--- config.mk ---
export PLATFORM = sky130hd
export DESIGN_NAME = cdb_arbiter
export DESIGN_NICKNAME = d
export VERILOG_FILES = /design/src/rtl/cdb_arbiter.sv
export SDC_FILE = /design/constraint.sdc
export NUM_CORES = 1
export LEC_CHECK = 0
export ABC_AREA = 1
export BUFFER_PORTS_ARGS = -buffer_cell sky130_fd_sc_hd__buf_2
export CAP_MARGIN = 30
export CORE_MARGIN = 3
export CORE_UTILIZATION = 45
export CTS_CLUSTER_DIAMETER = 60
export CTS_CLUSTER_SIZE = 40
export DETAILED_ROUTE_END_ITERATION = 6
export GPL_TIMING_DRIVEN = 0
export PLACE_DENSITY = 0.83
export SYNTH_ARGS = -nofsm -noshare
export SYNTH_HDL_FRONTEND = slang
export SYNTH_SLANG_ARGS = --single-unit
export TNS_END_PERCENT = 100
--- constraint.sdc ---
create_clock -name clk -period 3.6 [get_ports clk]
set_clock_uncertainty 0.05 [all_clocks]
set_input_delay 0.9 -clock clk [delete_from_list [all_inputs] [get_ports clk]]
set_output_delay 0.9 -clock clk [all_outputs]
set_load 0.03 [all_outputs]
--- src/rtl/cdb_arbiter.sv ---
// cdb_arbiter: round-robin arbiter for the single Common Data Bus.
//   Functional units offer a finished result (ROB tag + value) with valid/ready.
//   At most one unit is granted per cycle. The grant is combinational and the
//   winner is registered onto the CDB one cycle later.
// Ports:
//   clk, rst_n    clock, asynchronous active-low reset
//   flush         pipeline flush: no grant, rr_ptr returns to 0
//   cdb_hold      ROB write port busy: no grant, rr_ptr held
//   req_valid     per-FU result pending
//   req_tag       per-FU ROB tag, slice [i*TAG_W +: TAG_W]
//   req_data      per-FU result, slice [i*DATA_W +: DATA_W]
//   req_ready     one-hot grant (transfer = valid & ready)
//   cdb_valid     registered broadcast valid, one cycle per transfer
//   cdb_tag/data  registered broadcast payload
//   cdb_src       index of the winning FU
//   conflict_cnt  saturating count of grants made while >1 FU was valid

// Per-requester grant: lane IDX wins when it is valid and no valid requester
// sits between rr_ptr and IDX in circular order.
module cdb_arb_lane #(
  parameter int NUM_REQ = 4,
  parameter int IDX     = 0,
  parameter int PTR_W   = 2
) (
  input  logic               en,
  input  logic [NUM_REQ-1:0] req_valid,
  input  logic [PTR_W-1:0]   rr_ptr,
  output logic               grant
);
  always_comb begin
    logic blocked;
    logic reached;
    int   j;
    blocked = 1'b0;
    reached = 1'b0;
    j       = 0;
    for (int k = 0; k < NUM_REQ; k++) begin
      j = int'(rr_ptr) + k;
      if (j >= NUM_REQ) j = j - NUM_REQ;
      if (!reached) begin
        if (j == IDX)                        reached = 1'b1;
        else if (req_valid[j[PTR_W-1:0]])    blocked = 1'b1;
      end
    end
    grant = en & req_valid[IDX] & !blocked;
  end
endmodule

module cdb_arbiter #(
  parameter int NUM_REQ = 4,
  parameter int TAG_W   = 5,
  parameter int DATA_W  = 32,
  parameter int CNT_W   = 16,
  localparam int PTR_W  = (NUM_REQ > 1) ? $clog2(NUM_REQ) : 1
) (
  input  logic                       clk,
  input  logic                       rst_n,
  input  logic                       flush,
  input  logic                       cdb_hold,
  input  logic [NUM_REQ-1:0]         req_valid,
  input  logic [NUM_REQ*TAG_W-1:0]   req_tag,
  input  logic [NUM_REQ*DATA_W-1:0]  req_data,
  output logic [NUM_REQ-1:0]         req_ready,
  output logic                       cdb_valid,
  output logic [TAG_W-1:0]           cdb_tag,
  output logic [DATA_W-1:0]          cdb_data,
  output logic [PTR_W-1:0]           cdb_src,
  output logic [CNT_W-1:0]           conflict_cnt
);

  typedef struct packed {
    logic [TAG_W-1:0]  tag;
    logic [DATA_W-1:0] data;
    logic [PTR_W-1:0]  src;
  } cdb_t;

  logic [PTR_W-1:0] rr_ptr;
  logic             grant_en;
  logic             xfer;
  logic             multi;
  cdb_t             win;

  // rst_n gates the grant so req_ready is low throughout reset.
  assign grant_en = !flush & !cdb_hold & rst_n;

  for (genvar i = 0; i < NUM_REQ; i++) begin : g_lane
    cdb_arb_lane #(.NUM_REQ(NUM_REQ), .IDX(i), .PTR_W(PTR_W)) u_lane (
      .en        (grant_en),
      .req_valid (req_valid),
      .rr_ptr    (rr_ptr),
      .grant     (req_ready[i])
    );
  end

  // req_ready is one-hot, so an OR-free priority mux is enough to pick the winner.
  always_comb begin
    win = '0;
    for (int i = 0; i < NUM_REQ; i++) begin
      if (req_ready[i]) begin
        win.tag  = req_tag[i*TAG_W +: TAG_W];
        win.data = req_data[i*DATA_W +: DATA_W];
        win.src  = PTR_W'(i);
      end
    end
  end

  assign xfer  = |(req_ready & req_valid);
  // More than one bit set: clearing the lowest set bit leaves something.
  assign multi = |(req_valid & (req_valid - NUM_REQ'(1)));

  always_ff @(posedge clk or negedge rst_n) begin
    if (!rst_n) begin
      cdb_valid    <= 1'b0;
      cdb_tag      <= '0;
      cdb_data     <= '0;
      cdb_src      <= '0;
      conflict_cnt <= '0;
      rr_ptr       <= '0;
    end else begin
      cdb_valid <= xfer;
      if (xfer) begin
        cdb_tag  <= win.tag;
        cdb_data <= win.data;
        cdb_src  <= win.src;
        if (multi && conflict_cnt != '1) conflict_cnt <= conflict_cnt + CNT_W'(1);
      end
      // flush and hold both suppress xfer, so only flush needs explicit handling.
      if (flush)
        rr_ptr <= '0;
      else if (xfer)
        rr_ptr <= (win.src == PTR_W'(NUM_REQ-1)) ? '0 : win.src + PTR_W'(1);
    end
  end

endmodule

==> out/metrics.cfg <==
[outcome]
status=finished, final reports clean

[drt]
dr.pass1.iters=6
drt-total-wl_mm=16.6
drc_errors=0
ant_nets=0
vias_per_cell=4.93
wl_per_cell_um=14.1
num_vias=5808
drt_iter0_drc=478

[worst_setup_path]
critPathMostFrequentCell=nand2_1
worstPathRequired_ns=2.65
crit_slowest_cell=dfrtp_2
crit_type=flip-flop to primary output
path_cells=inv_2 -> ha_4 -> inv_1 -> nand3_1 -> nand2_1 -> nand2_1 -> nand2_1 -> nand2_1 -> nand2_2 -> nand2_2 -> buf_6 -> buf_4 -> inv_1 -> buf_4 -> clkbuf_4
cp_top_family=buffers and inverters
crit_arrival_ns=2.46
crit_fanout=10
cp_slowest_stage_delay_ns=0.44
critPathBufInv=7
critPathCaptureType=primary output
cp-start-kind=flip-flop

[timing]
worst_pin_slew_ns=0.518
hold_viol=0
setup_viol=0
fmax_mhz=293
rsz0062_at_grt=false
fin_ws_ns=0.191
slew_headroom_pct=65.4
slew_violations=0
fin_crit_ns=3.41
fin_crit_sh_pct=94.7
whs_ns=0.351

[cts]
postCtsHoldBufs=0
clk_latency_ns=0.34
clk_path_buf_depth=2
cts.sinks=58
clockRootBuffer=clkbuf_8
clkTransAtPathRegs_ns=0.07
cts_buffers=9
cts_tree=yes
htree_num_levels=3

[floorplanning]
num_rows=37
die_w_um=111
start_util_pct=47.0
core_um2=10500
ios=216
dieArea_um2=12200
die_h_um=111

[global_route]
antenna_found_initial=5
gr-total-overflow=0
grt_pass1_vias=5436
grt_max_degree=33
grt_use_total_pct=26.4
grt_pass1_wl_mm=26.6

[placement]
hpwl_mm=12.6
place_congestion=0.941
post_dp_cell_area_um2=6190
dp_slack_ns=-0.287
portBuffers=215

[worst_hold_path]
hp-class=input port to async pin

[synth]
avgSynthCellArea_um2=6.11
ys_seq_area_share_pct=29.5
synth_fp_nets=971
synthArstFlopShare_pct=100
synth_area_um2=4920
synth.distinct_cells=27
synth_edf_count=0
synth_warnings=0
ys.flop_type=dfrtp_1
ys_ff_latch=58
synth_cells=805

[finish]
utilization_pct=61.6
synthToLayoutAreaGrowth_pct=30.9
fin_nets=1200
drive_above_1_share_pct=31.1
finalInstanceArea_um2=6440

[power]
p_leak_nw=4.01
irDropWorstVdd_mv=0.289
powerDensity_nw_per_um2=437
total_power_mw=2.82

[job]
drv_cap=0

cells in the mapped netlist (4+ instances only):
master | n | area share, %
nor2_1 | 13 | 0.99
nor4_1 | 4 | 0.51
inv_1 | 103 | 7.9
or2_2 | 36 | 4.6
nand2_1 | 339 | 26
buf_4 | 14 | 2.1
nand2_2 | 5 | 0.64
nand3_1 | 149 | 15
nand3b_1 | 5 | 0.76
dfrtp_1 | 58 | 29
nand4_1 | 5 | 0.64
buf_6 | 8 | 1.8
xor2_1 | 11 | 2.0
clkbuf_1 | 7 | 0.53
ha_1 | 10 | 2.5
buf_2 | 19 | 1.9
area by class of cell:
cell class / count / area, um^2
Inverter: 105 / 397
Clock inverter: 2 / 35.0
Buffer: 47 / 314
Timing Repair Buffer: 219 / 1130
Sequential cell: 58 / 1450
Fill cell: 1076 / 4020
Clock buffer: 14 / 163
Tap cell: 136 / 170
Antenna cell: 3 / 7.51
Multi-Input combinational cell: 594 / 2770
cells in the final DEF (no fill, tap or decap), types with 3 or more instances in the layout:
| cell | instances |
|---|---|
| diode_2 | 3 |
| nor4_1 | 4 |
| nand2_2 | 5 |
| buf_6 | 8 |
| xor2_1 | 11 |
| nand2_1 | 339 |
| ha_1 | 9 |
| xnor2_1 | 3 |
| a21oi_1 | 3 |
| clkbuf_1 | 10 |
| nor2_1 | 13 |
| inv_1 | 102 |
| nand3_1 | 149 |
| buf_4 | 18 |
| or2_2 | 36 |
| clkbuf_8 | 11 |
| buf_2 | 230 |
| dfrtp_1 | 56 |
| nor3_1 | 3 |
| nand4_1 | 5 |
| nand3b_1 | 5 |
what timing repair did:
action                                  in CTS  in global routing
endpoints found under the hold margin        0                  0
setup buffers                                1                  2
endpoints found under the setup margin       3                  3
gates resized for setup                      5                  5
metrics by stage:
step                setup TNS, ns  cells
finish                          0   1178
global route                    0   1178
detailed placement         -0.592   1157
CTS                             0   1173
floorplan                       0    805
global placement            -3.64   1156
registers in the layout, summed over array words and instances, names as in the netlist:
signal,count
cdb_src,2
cdb_valid,1
conflict_cnt,16
cdb_data,32
cdb_tag,5
rr_ptr,2
routing by layer:
metal	vias up	GRT usage [%]	routed length, um
li1	2920	-	-
met1	2574	34.0	7020
met2	272	43.6	7860
met3	38	6.36	1320
met4	4	8.78	378
met5	-	0	21
cells by family after synthesis:
family / share of synthesized area [%]
buf+inv: 14.4
flops: 29.5
simple gates: 50.5
fa+ha+maj: 2.54
compound gates: 0.584
xor+xnor: 2.49
path summary, 6_finish.rpt:
path / slack [ns] / from / cells after the start / endpoint
worst max-delay path: 0.19 / rr_ptr[1]$_DFFE_PN0P_ / 15 / req_ready[1]
worst min-delay path: 0.35 / rst_n / 1 / cdb_data[21]$_DFFE_PN0P_
worst max register to register: 1.17 / rr_ptr[1]$_DFFE_PN0P_ / 16 / rr_ptr[1]$_DFFE_PN0P_
worst min register to register: 0.42 / cdb_data[9]$_DFFE_PN0P_ / 2 / cdb_data[9]$_DFFE_PN0P_
max in group asynchronous: 2.70 / rst_n / 2 / cdb_data[10]$_DFFE_PN0P_
min in group clk: 0.42 / cdb_data[9]$_DFFE_PN0P_ / 2 / cdb_data[9]$_DFFE_PN0P_
power breakdown:
group / leakage (nW) / total, mW / switching (mW) / internal [mW]
Clock: 0.101 / 0.636 / 0.278 / 0.358
Combinational: 3.18 / 1.21 / 0.830 / 0.380
Sequential: 0.732 / 0.970 / 0.121 / 0.849
Note: power is estimated with default switching activity, not from simulation.
